<file path="src/rtl/fetch_unit_pkg.sv">
// fetch_unit_pkg: shared FSM states and constants for the instruction fetch unit
package fetch_unit_pkg;
  typedef enum logic [1:0] {S_REQ, S_WAIT, S_HOLD, S_DROP} state_t;
  localparam logic [31:0] NOP = 32'h0000_0013;
  localparam logic [31:0] DEFAULT_RESET_PC = 32'h0000_0000;
endpackage

</file>
<file path="src/rtl/fetch_unit.sv">
// fetch_unit: single-outstanding-request instruction fetch feeding the IF/ID slot
module fetch_unit
  import fetch_unit_pkg::*;
#(
  parameter logic [31:0] RESET_PC = DEFAULT_RESET_PC
) (
  input  logic        clk,
  input  logic        reset,
  output logic        imem_req_valid,
  input  logic        imem_req_ready,
  output logic [31:0] imem_req_addr,
  input  logic        imem_resp_valid,
  input  logic [31:0] imem_resp_data,
  input  logic        redirect_valid,
  input  logic [31:0] redirect_pc,
  input  logic        stall,
  output logic        ifid_valid,
  output logic [31:0] ifid_pc,
  output logic [31:0] ifid_ir
);
  state_t state, state_nx;
  logic [31:0] pc, hold_buf;
  logic slot_free, accept, load, capture;
  assign imem_req_valid = (state == S_REQ);
  assign imem_req_addr  = pc & 32'hFFFF_FFFC;
  assign slot_free = !ifid_valid || !stall;
  assign accept    = imem_req_valid && imem_req_ready;
  assign load      = !redirect_valid && slot_free &&
                     ((state == S_WAIT && imem_resp_valid) || state == S_HOLD);
  assign capture   = !redirect_valid && !slot_free && state == S_WAIT && imem_resp_valid;
  // Next state: a redirect drops whatever is in flight; an accepted-but-unanswered
  // request must still be drained in S_DROP so only one request is ever outstanding.
  always_comb begin
    state_nx = state;
    case (state)
      S_REQ:   state_nx = accept ? (redirect_valid ? S_DROP : S_WAIT) : S_REQ;
      S_WAIT:  state_nx = imem_resp_valid ? ((redirect_valid || slot_free) ? S_REQ : S_HOLD)
                                          : (redirect_valid ? S_DROP : S_WAIT);
      S_HOLD:  state_nx = (redirect_valid || slot_free) ? S_REQ : S_HOLD;
      S_DROP:  state_nx = imem_resp_valid ? S_REQ : S_DROP;
      default: state_nx = S_REQ;
    endcase
  end
  // State, pc, hold buffer and IF/ID slot; redirect flushes ahead of any load or stall.
  always_ff @(posedge clk) begin
    if (reset) begin
      state      <= S_REQ;
      pc         <= RESET_PC;
      hold_buf   <= '0;
      ifid_valid <= 1'b0;
      ifid_pc    <= '0;
      ifid_ir    <= NOP;
    end else begin
      state <= state_nx;
      if (capture) hold_buf <= imem_resp_data;
      if (redirect_valid) begin
        pc         <= redirect_pc & 32'hFFFF_FFFC;
        ifid_valid <= 1'b0;
        ifid_ir    <= NOP;
      end else if (load) begin
        pc         <= pc + 32'd4;
        ifid_valid <= 1'b1;
        ifid_pc    <= pc;
        ifid_ir    <= (state == S_HOLD) ? hold_buf : imem_resp_data;
      end else if (!stall) begin
        ifid_valid <= 1'b0;
      end
    end
  end
endmodule
</file>
<file path="config.mk">
export PLATFORM = sky130hd
export DESIGN_NAME = fetch_unit
export DESIGN_NICKNAME = d
export VERILOG_FILES = /design/src/rtl/fetch_unit_pkg.sv /design/src/rtl/fetch_unit.sv
export SDC_FILE = /design/constraint.sdc
export NUM_CORES = 1
export LEC_CHECK = 0
export CAP_MARGIN = 20
export CELL_PAD_IN_SITES_DETAIL_PLACEMENT = 1
export CELL_PAD_IN_SITES_GLOBAL_PLACEMENT = 1
export CORE_AREA = 5 5 161 125
export CTS_CLUSTER_DIAMETER = 150
export DETAILED_ROUTE_END_ITERATION = 6
export DIE_AREA = 0 0 166 130
export GPL_TIMING_DRIVEN = 0
export PLACE_DENSITY = 0.78
export SKIP_CTS_REPAIR_TIMING = 1
export SLEW_MARGIN = 20
export SYNTH_ARGS = -nofsm -noshare
export SYNTH_HDL_FRONTEND = slang
export SYNTH_SLANG_ARGS = --single-unit
</file>
<file path="constraint.sdc">
create_clock -name clk -period 1.75 [get_ports clk]
set_input_delay 0.35 -clock clk [delete_from_list [all_inputs] [get_ports clk]]
set_output_delay 0.35 -clock clk [all_outputs]
set_load 0.01 [all_outputs]
</file>
; ---- Yosys cells after proc, flatten, opt, wreduce, memory -nomap -nowiden
; Index checks and enable logic that the tools add are counted.
[word_totals]
ff_bits = 131
latch_bits = 0
mem_bits_rw = 0
mem_bits_ro = 0
inputBits = 70
output_inout_bits = 98
wordCells = 42
mem_count = 0
[op_classes]
n_addsub = 1
multipliers = 0
div = 0
order_cmp = 0
eq_ne = 4
shifts = 0
muxes = 11
n_bitwise = 1
n_reduce_logical = 18
[op_table]
columns = operator, n
row1 = 32-bit 2-to-1 mux, 3
row2 = 32-bit by 3-bit adder with 32-bit output (second input constant), 1
row3 = 2-bit 2-to-1 mux, 5
row4 = 2-bit case mux with 4 select lines, 1
row5 = 1-bit logical AND, 7
row6 = 2-bit equality test (second input constant), 2
row7 = 1-bit zero test, 4
row8 = 1-bit logical OR, 3
row9 = 2-bit by 1-bit equality test with 1-bit output (second input constant), 1
row10 = 2-bit zero test, 1
row11 = 1-bit 2-to-1 mux, 2
row12 = 2-bit by 1-bit inequality test with 1-bit output (second input constant), 1
row13 = 2-bit AND reduction, 1
row14 = 2-bit nonzero test, 1
row15 = 2-bit OR reduction, 1
row16 = 1-bit inverter, 1

; ---- Longest topological paths before layout
; Gate-level depths: netlist of the first run.
[logic_depth]
word_depth = 6
ltp_mapped = 8
mapped_depth_nobuf = 5

; ---- Least setup slack after synthesis of the first run
; No wires, ideal clock.
[synth_timing]
path_kind = register to register
start = reg pc[4]
end = reg pc[31]
setup_ps = 133
t_arrival_ps = 1632
t_required_ps = 1617
path_slack_ps = -14
path_stages_with_launch = 8
n_path_buf = 2
synth_period_minus_slack_ps = 1764
cell_sequence = dfxtp_1 -> and4_1 -> buf_4 -> nand4_4 -> buf_6 -> nor4_1 -> xnor2_1 -> o22ai_2
[synth_via]
elab_chain_len = 3
[synth_lines]
columns = element, line
row1 = start: declaration, fetch_unit.sv:22  ; logic [31:0] pc, hold_buf;
row2 = start signal: assignment, fetch_unit.sv:57  ; pc <= redirect_pc & 32'hFFFF_FFFC;
row3 = start signal: assignment, fetch_unit.sv:61  ; pc <= pc + 32'd4;
row4 = 32-bit by 3-bit adder with 32-bit output, fetch_unit.sv:61
row5 = 32-bit 2-to-1 mux, fetch_unit.sv:60  ; end else if (load) begin
row6 = 32-bit 2-to-1 mux, fetch_unit.sv:56  ; if (redirect_valid) begin
; No other way between the ends. The select of a mux whose other input is x is not followed.
; A chain may end at the register's enable or synchronous reset.

; ---- Worst setup path after layout of the first run
[layout_timing]
start = reg state[1]
end = reg pc[28]
[layout_via]
elab_chain_len = 5
word_cells_on_any_way = 6
classes_between = 2 x eq/ne / 4 x reduce/logical
[layout_lines]
columns = element, line
row1 = start: declaration, fetch_unit.sv:21  ; state_t state, state_nx;
row2 = start signal: assignment, fetch_unit.sv:54  ; state <= state_nx;
row3 = 2-bit by 1-bit equality test with 1-bit output, fetch_unit.sv:29  ; ((state == S_WAIT && imem_resp_valid) || state == S_HOLD);
row4 = 1-bit logical AND, fetch_unit.sv:29
row5 = 1-bit logical OR (*), fetch_unit.sv:29
row6 = 1-bit logical AND (*), fetch_unit.sv:28  ; assign load = !redirect_valid && slot_free &&
row7 = 2-bit nonzero test (no line) (*), --
; Mark *: on every way between the ends. The rest lies on a longest branch, timed or not.

==> impl_metrics.yaml, run 1 <==
run:
  maxCapViolCount: 0
setup_path:
  endpoint_kind: "flop"
  critPathKind: "flop to flop"
  crit_fanout: 7
  crit_arrival_ns: 2.12
  crit_start: "state[1]"
  crit_path_start_kind: "flop"
  critPathRequiredTime_ns: 2.02
  worstReg2RegStart: "state[1]"
outcome:
  failed_checks: "setup timing"
  status: "finished with violations"
drt:
  dr.first_iter.drc_count: 278
  postRouteAntennaNets: 0
  wl_um: 24200
  viasPerCell: 5.10
  drc: 0
  num_vias: 5994
  drtPass1Iterations: 4
  wl_per_cell_um: 20.6
sta:
  post-route-min-period_ns: 1.85
  tns_ns: -0.977
  hold_violations: 0
  maxSlewHeadroom: 0.459
  clock-skew-final_ns: 0.00851
  rsz0062_at_grt: "yes"
  period_share: 1.06
  setup_violations: 36
  slew_viol_final: 0
  max_freq_mhz: 541
  worst_slack_ns: -0.0992
  worstMarginPinSlew_ns: 0.811
  holdWs_ns: 0.407
die:
  num_rows: 43
  die_height_um: 130
  die_area_mm2: 0.0216
  die_x_um: 166
  core_area_mm2: 0.0182
  io_pins: 168
  start_util: 0.306
layout:
  final_net_count: 985
  layout-drive-gt1-share: 0.316
  areaGrowthSynthToFinish_pct: 75.3
  fillers: 2059
  utilization: 0.537
  fin_area_mm2: 0.00979
power:
  p_per_area_mw_per_mm2: 881
  p_leak_nw: 3.93
  peakVddDrop_mv: 0.548
  power.total_mw: 8.63
global_routing:
  globalRouteMet1Util: 0.255
  grt-busiest-layer: "met2"
  antenna_found_initial: 2
  grt_pass1_wl_um: 32600
  first_global_vias: 5995
  gr-usage-met2: 0.306
  grt_util_met3: 0.0521
  overflow: 0
  grt_max_degree: 17
  track_usage: 0.190
synth:
  ys_warn_count: 0
  avgSynthCellArea_um2: 8.10
  synthTopCellsByCount: "210 x nand2_1, 127 x dfxtp_1, 72 x a21oi_1"
  ys_ff_latch: 127
  seq_area_frac_synth: 0.455
  async_flop_share: 0
  synth_top_area_frac: 0.455
  synth_area_leader_cell: "dfxtp_1"
  synth_edf_count: 0
  synth.area.top_cells: "dfxtp_1 46%, nand2_1 14%, a21oi_1 6.5%"
  synth.cell_area_mm2: 0.00558
  synthDistinctLibCells: 50
  synth_cells: 689
  synth-main-ff-cell: "dfxtp_1"
  yosysMostFrequentCell: "nand2_1"
worst_hold_path:
  worstHoldStart: "imem_resp_valid"
  hold_class: "primary input to flop"
cts:
  numCtsBuffers: 17
  cts.clk_slew.worst_paths_ns: 0.06
  clock_latency_ns: 0.42
  cts.path.max_buffers: 2
  cts_tree: "done"
  cts.htree.levels: 4
  cts.sinks: 127
  clk_root_buffer_cell: "clkbuf_16"
place:
  io_buffers: 160
  dpl_cell_area_mm2: 0.00751
  gp_congestion: 0.800
  dp_hpwl_um: 14800
-- cell families (layout without fill, tap and decap cells) --
| group | Yosys count | in the layout | share of synthesized area |
|---|---|---|---|
| AOI/OAI and AO/OA | 149 | 149 | 0.177 |
| xor gates and xnor gates | 23 | 23 | 0.0361 |
| adders and majority gates | 1 | 1 | 0.00224 |
| buffers and inverters | 62 | 297 | 0.0560 |
| DFF | 127 | 127 | 0.455 |
| muxes | 3 | 3 | 0.00560 |
| other | 1 | 5 | 0.000672 |
| and+or+nand+nor | 323 | 323 | 0.267 |
-- critical path, stage by stage, from the launching register on --
cell	delay, ns
dfxtp_4	0.37
and3b_1	0.19
buf_6	0.13
o21ai_4	0.26
buf_4	0.18
buf_6	0.14
nor4_4	0.05
xnor2_1	0.26
a211oi_2	0.12
-- path summary, 6_finish.rpt --
| kind | to | slack [ns] | depth (start not counted) |
|---|---|---|---|
| worst max-delay path | pc[28] | -0.1 | 8 |
| worst max register to register | pc[28] | -0.1 | 8 |
| worst min-delay path | state[0] | 0.41 | 3 |
| worst min register to register | ifid_pc[28] | 0.45 | 2 |
-- layout make-up --
class / count / area, um2 / share of cell area
timing repair buffer: 204 / 2260 / 0.231
clock buffer: 18 / 429 / 0.0438
sequential: 127 / 2620 / 0.268
antenna: 1 / 2.50 / 0.000256
tap: 247 / 309 / 0.0316
buffer: 57 / 475 / 0.0486
clock inverter: 14 / 239 / 0.0244
inverter: 4 / 15.0 / 0.00153
multi-input combinational: 503 / 3430 / 0.351
-- state kept, by name, summed over array words and instances, names as in the netlist --
| register | flops |
|---|---|
| pc | 30 |
| hold_buf | 32 |
| state | 2 |
| ifid_ir | 32 |
| ifid_valid | 1 |
| ifid_pc | 30 |
-- placed cells by master, fill, tap and decap left out, types with 17 or more instances in the layout --
cell,netlist,layout
dlymetal6s2s_1,0,27
clkbuf_16,0,27
dfxtp_1,127,95
nand2_2,0,27
buf_4,6,24
nand2_1,210,167
a21oi_1,72,52
clkbuf_1,34,17
a311oi_2,0,23
a21oi_2,0,20
xnor2_1,23,22
nor2_1,53,41
clkdlybuf4s50_1,0,133
-- per-layer routing --
layer	wire length, um	share of wire
met3	1200	0.050
met1	11000	0.46
met2	11700	0.48
met5	13	0.00054
met4	282	0.012
-- report_power, final --
group	total [mW]	internal, mW	leakage (nW)	switching (mW)
clock network	4.08	2.68	0.317	1.41
logic	1.42	0.700	2.57	0.717
registers	3.13	2.99	1.05	0.141
total	8.63	6.36	3.93	2.26
-- metrics by stage --
step,setup slack [ns],cells
6_report,-0.0992,1175
5_1_grt,-0.160,1175
4_1_cts,-0.459,1131
3_5_place_dp,-0.807,1099
3_3_place_gp,-0.802,1099
2_1_floorplan,0.0175,692
Note: power is estimated with default switching activity, not from simulation.
==> inputs of run 2 (changes only) <==
--- a/config.mk
+++ b/config.mk
@@ -8,12 +8,13 @@
 export CAP_MARGIN = 20
 export CELL_PAD_IN_SITES_DETAIL_PLACEMENT = 1
 export CELL_PAD_IN_SITES_GLOBAL_PLACEMENT = 1
-export CORE_AREA = 5 5 161 125
+export CORE_AREA = 2 2 158 122
 export CTS_CLUSTER_DIAMETER = 150
 export DETAILED_ROUTE_END_ITERATION = 6
-export DIE_AREA = 0 0 166 130
+export DIE_AREA = 0 0 160 124
 export GPL_TIMING_DRIVEN = 0
 export PLACE_DENSITY = 0.78
+export REMOVE_ABC_BUFFERS = 1
 export SKIP_CTS_REPAIR_TIMING = 1
 export SLEW_MARGIN = 20
 export SYNTH_ARGS = -nofsm -noshare
==> impl_metrics.yaml, run 2 (same netlist as run 1, synthesis figures left out) <==
outcome:
  status: "finished with violations"
  failed_checks: "setup timing"
layout:
  top_regs: "hold_buf x32, ifid_ir x32"
  fin_area_mm2: 0.00911
  final_common_cell: "nand2_1"
  areaGrowthSynthToFinish_pct: 63.2
  final_cell_mix: "201 x nand2_1, 141 x clkdlybuf4s50_1, 97 x dfxtp_1"
  layout-drive-gt1-share: 0.235
  final_net_count: 954
  antenna_cells: 0
drt:
  postRouteAntennaNets: 0
  drc: 0
  wl_per_cell_um: 19.2
  viasPerCell: 5.03
  drtPass1Iterations: 6
  num_vias: 5744
  wl_um: 22000
  dr.first_iter.drc_count: 254
die:
  num_rows: 43
  die_x_um: 160
  core_area_mm2: 0.0182
  die_height_um: 124
  start_util: 0.307
  die_area_mm2: 0.0198
  io_pins: 168
setup_path:
  crit_slowest_cell: "dfxtp_4"
  crit_family: "simple AND/OR/NAND/NOR gates"
  crit_buf_inv: 3
  crit_start: "state[1]"
  critPathKind: "flop to flop"
  cp_cell_sequence: "and3b_2 -> o21ai_4 -> buf_12 -> nor2_4 -> buf_6 -> clkbuf_16 -> nor2_2 -> a311oi_1"
  crit_fanout: 8
  timing.rr.end: "ifid_ir[14]"
  max_stage_delay_ns: 0.36
  worst-r2r-setup-slack_ns: -0.11
  r2r_cells: 8
  crit_arrival_ns: 2.18
  worstReg2RegStart: "state[1]"
  critPathRequiredTime_ns: 2.07
  crit_path_start_kind: "flop"
  endpoint_kind: "flop"
place:
  gp_congestion: 0.722
  dp_slack_ns: -1.58
  io_buffers: 161
  dpl_cell_area_mm2: 0.00746
  dp_hpwl_um: 12500
worst_hold_path:
  worstHoldStart: "imem_resp_valid"
  hold_end: "state[0]"
  holdPathStages: 3
  hold_class: "primary input to flop"
sta:
  clock-skew-final_ns: 0.00755
  period_share: 1.06
  worst_slack_ns: -0.110
  slew_viol_final: 0
  hold_violations: 0
  max_freq_mhz: 538
  maxSlewHeadroom: 0.617
  setup_violations: 42
  rsz0062_at_grt: "yes"
  tns_ns: -1.81
  post-route-min-period_ns: 1.86
  worstMarginPinSlew_ns: 0.573
power:
  peakVddDrop_mv: 0.567
  p_leak_nw: 3.51
  p_per_area_mw_per_mm2: 859
cts:
  numCtsBuffers: 17
  cts.clk_slew.worst_paths_ns: 0.06
  cts_tree: "done"
  cts.htree.levels: 4
  clk_root_buffer_cell: "clkbuf_16"
  cts.path.max_buffers: 2
  cts.sinks: 127
  clock_latency_ns: 0.41
run:
  maxCapViolCount: 0
global_routing:
  overflow: 0
  grt_pass1_wl_um: 29000
  antenna_found_initial: 0
  track_usage: 0.186
  first_global_vias: 5407
  grt_max_degree: 53
==> run 2: stage by stage <==
step | power, mW | util | hold slack, ns | std cells
after global routing | 8.13 | 0.501 | 0.353 | 1142
after global placement | 4.07 | 0.397 | 0.442 | 1042
after detailed placement | 4.13 | 0.410 | 0.446 | 1055
final | 7.82 | 0.501 | 0.319 | 1142
after CTS | 7.53 | 0.440 | 0.410 | 1086
after floorplan | 3.53 | - | 0.415 | 634
==> run 2: per-layer routing <==
layer  track usage  vias up  wire, um
met1         0.241     2825     10100
met3        0.0556       26      1300
met5             0        -         0
met2         0.307      133     10300
li1              -     2760         -
met4        0.0462        0       280
==> run 2: how the worst max path moves through the flow <==
stage	endpoint	slack (ns)	cells after the start
detailed placement	pc[11]	-1.58	6
CTS	ifid_ir[13]	-1.15	7
finish	ifid_ir[14]	-0.11	8
global route	pc[10]	-0.24	5
global placement	pc[30]	-4.45	5
floorplan	pc[30]	-1.96	5
==> run 2: area by class of cell <==
| type | count | area, um2 |
|---|---|---|
| Inverter | 4 | 17.5 |
| Clock buffer | 21 | 460 |
| Timing Repair Buffer | 226 | 2520 |
| Sequential cell | 127 | 2610 |
| Clock inverter | 10 | 90.1 |
| Tap cell | 247 | 309 |
| Fill cell | 2088 | 9070 |
| Multi-Input combinational cell | 507 | 3100 |
==> run 2: where the power goes <==
part           internal [mW]  switching, mW
Combinational          0.687          0.640
Sequential              2.99          0.123
Clock                   2.01           1.37
Total                   5.69           2.13
==> run 2: worst reg2reg max path: cells and delay by family (launching register included) <==
kind / cells / cell delay (ns)
DFF: 1 / 0.36
AOI/OAI and AO/OA: 2 / 0.31
buffers and inverters: 3 / 0.51
and+or+nand+nor: 3 / 0.58
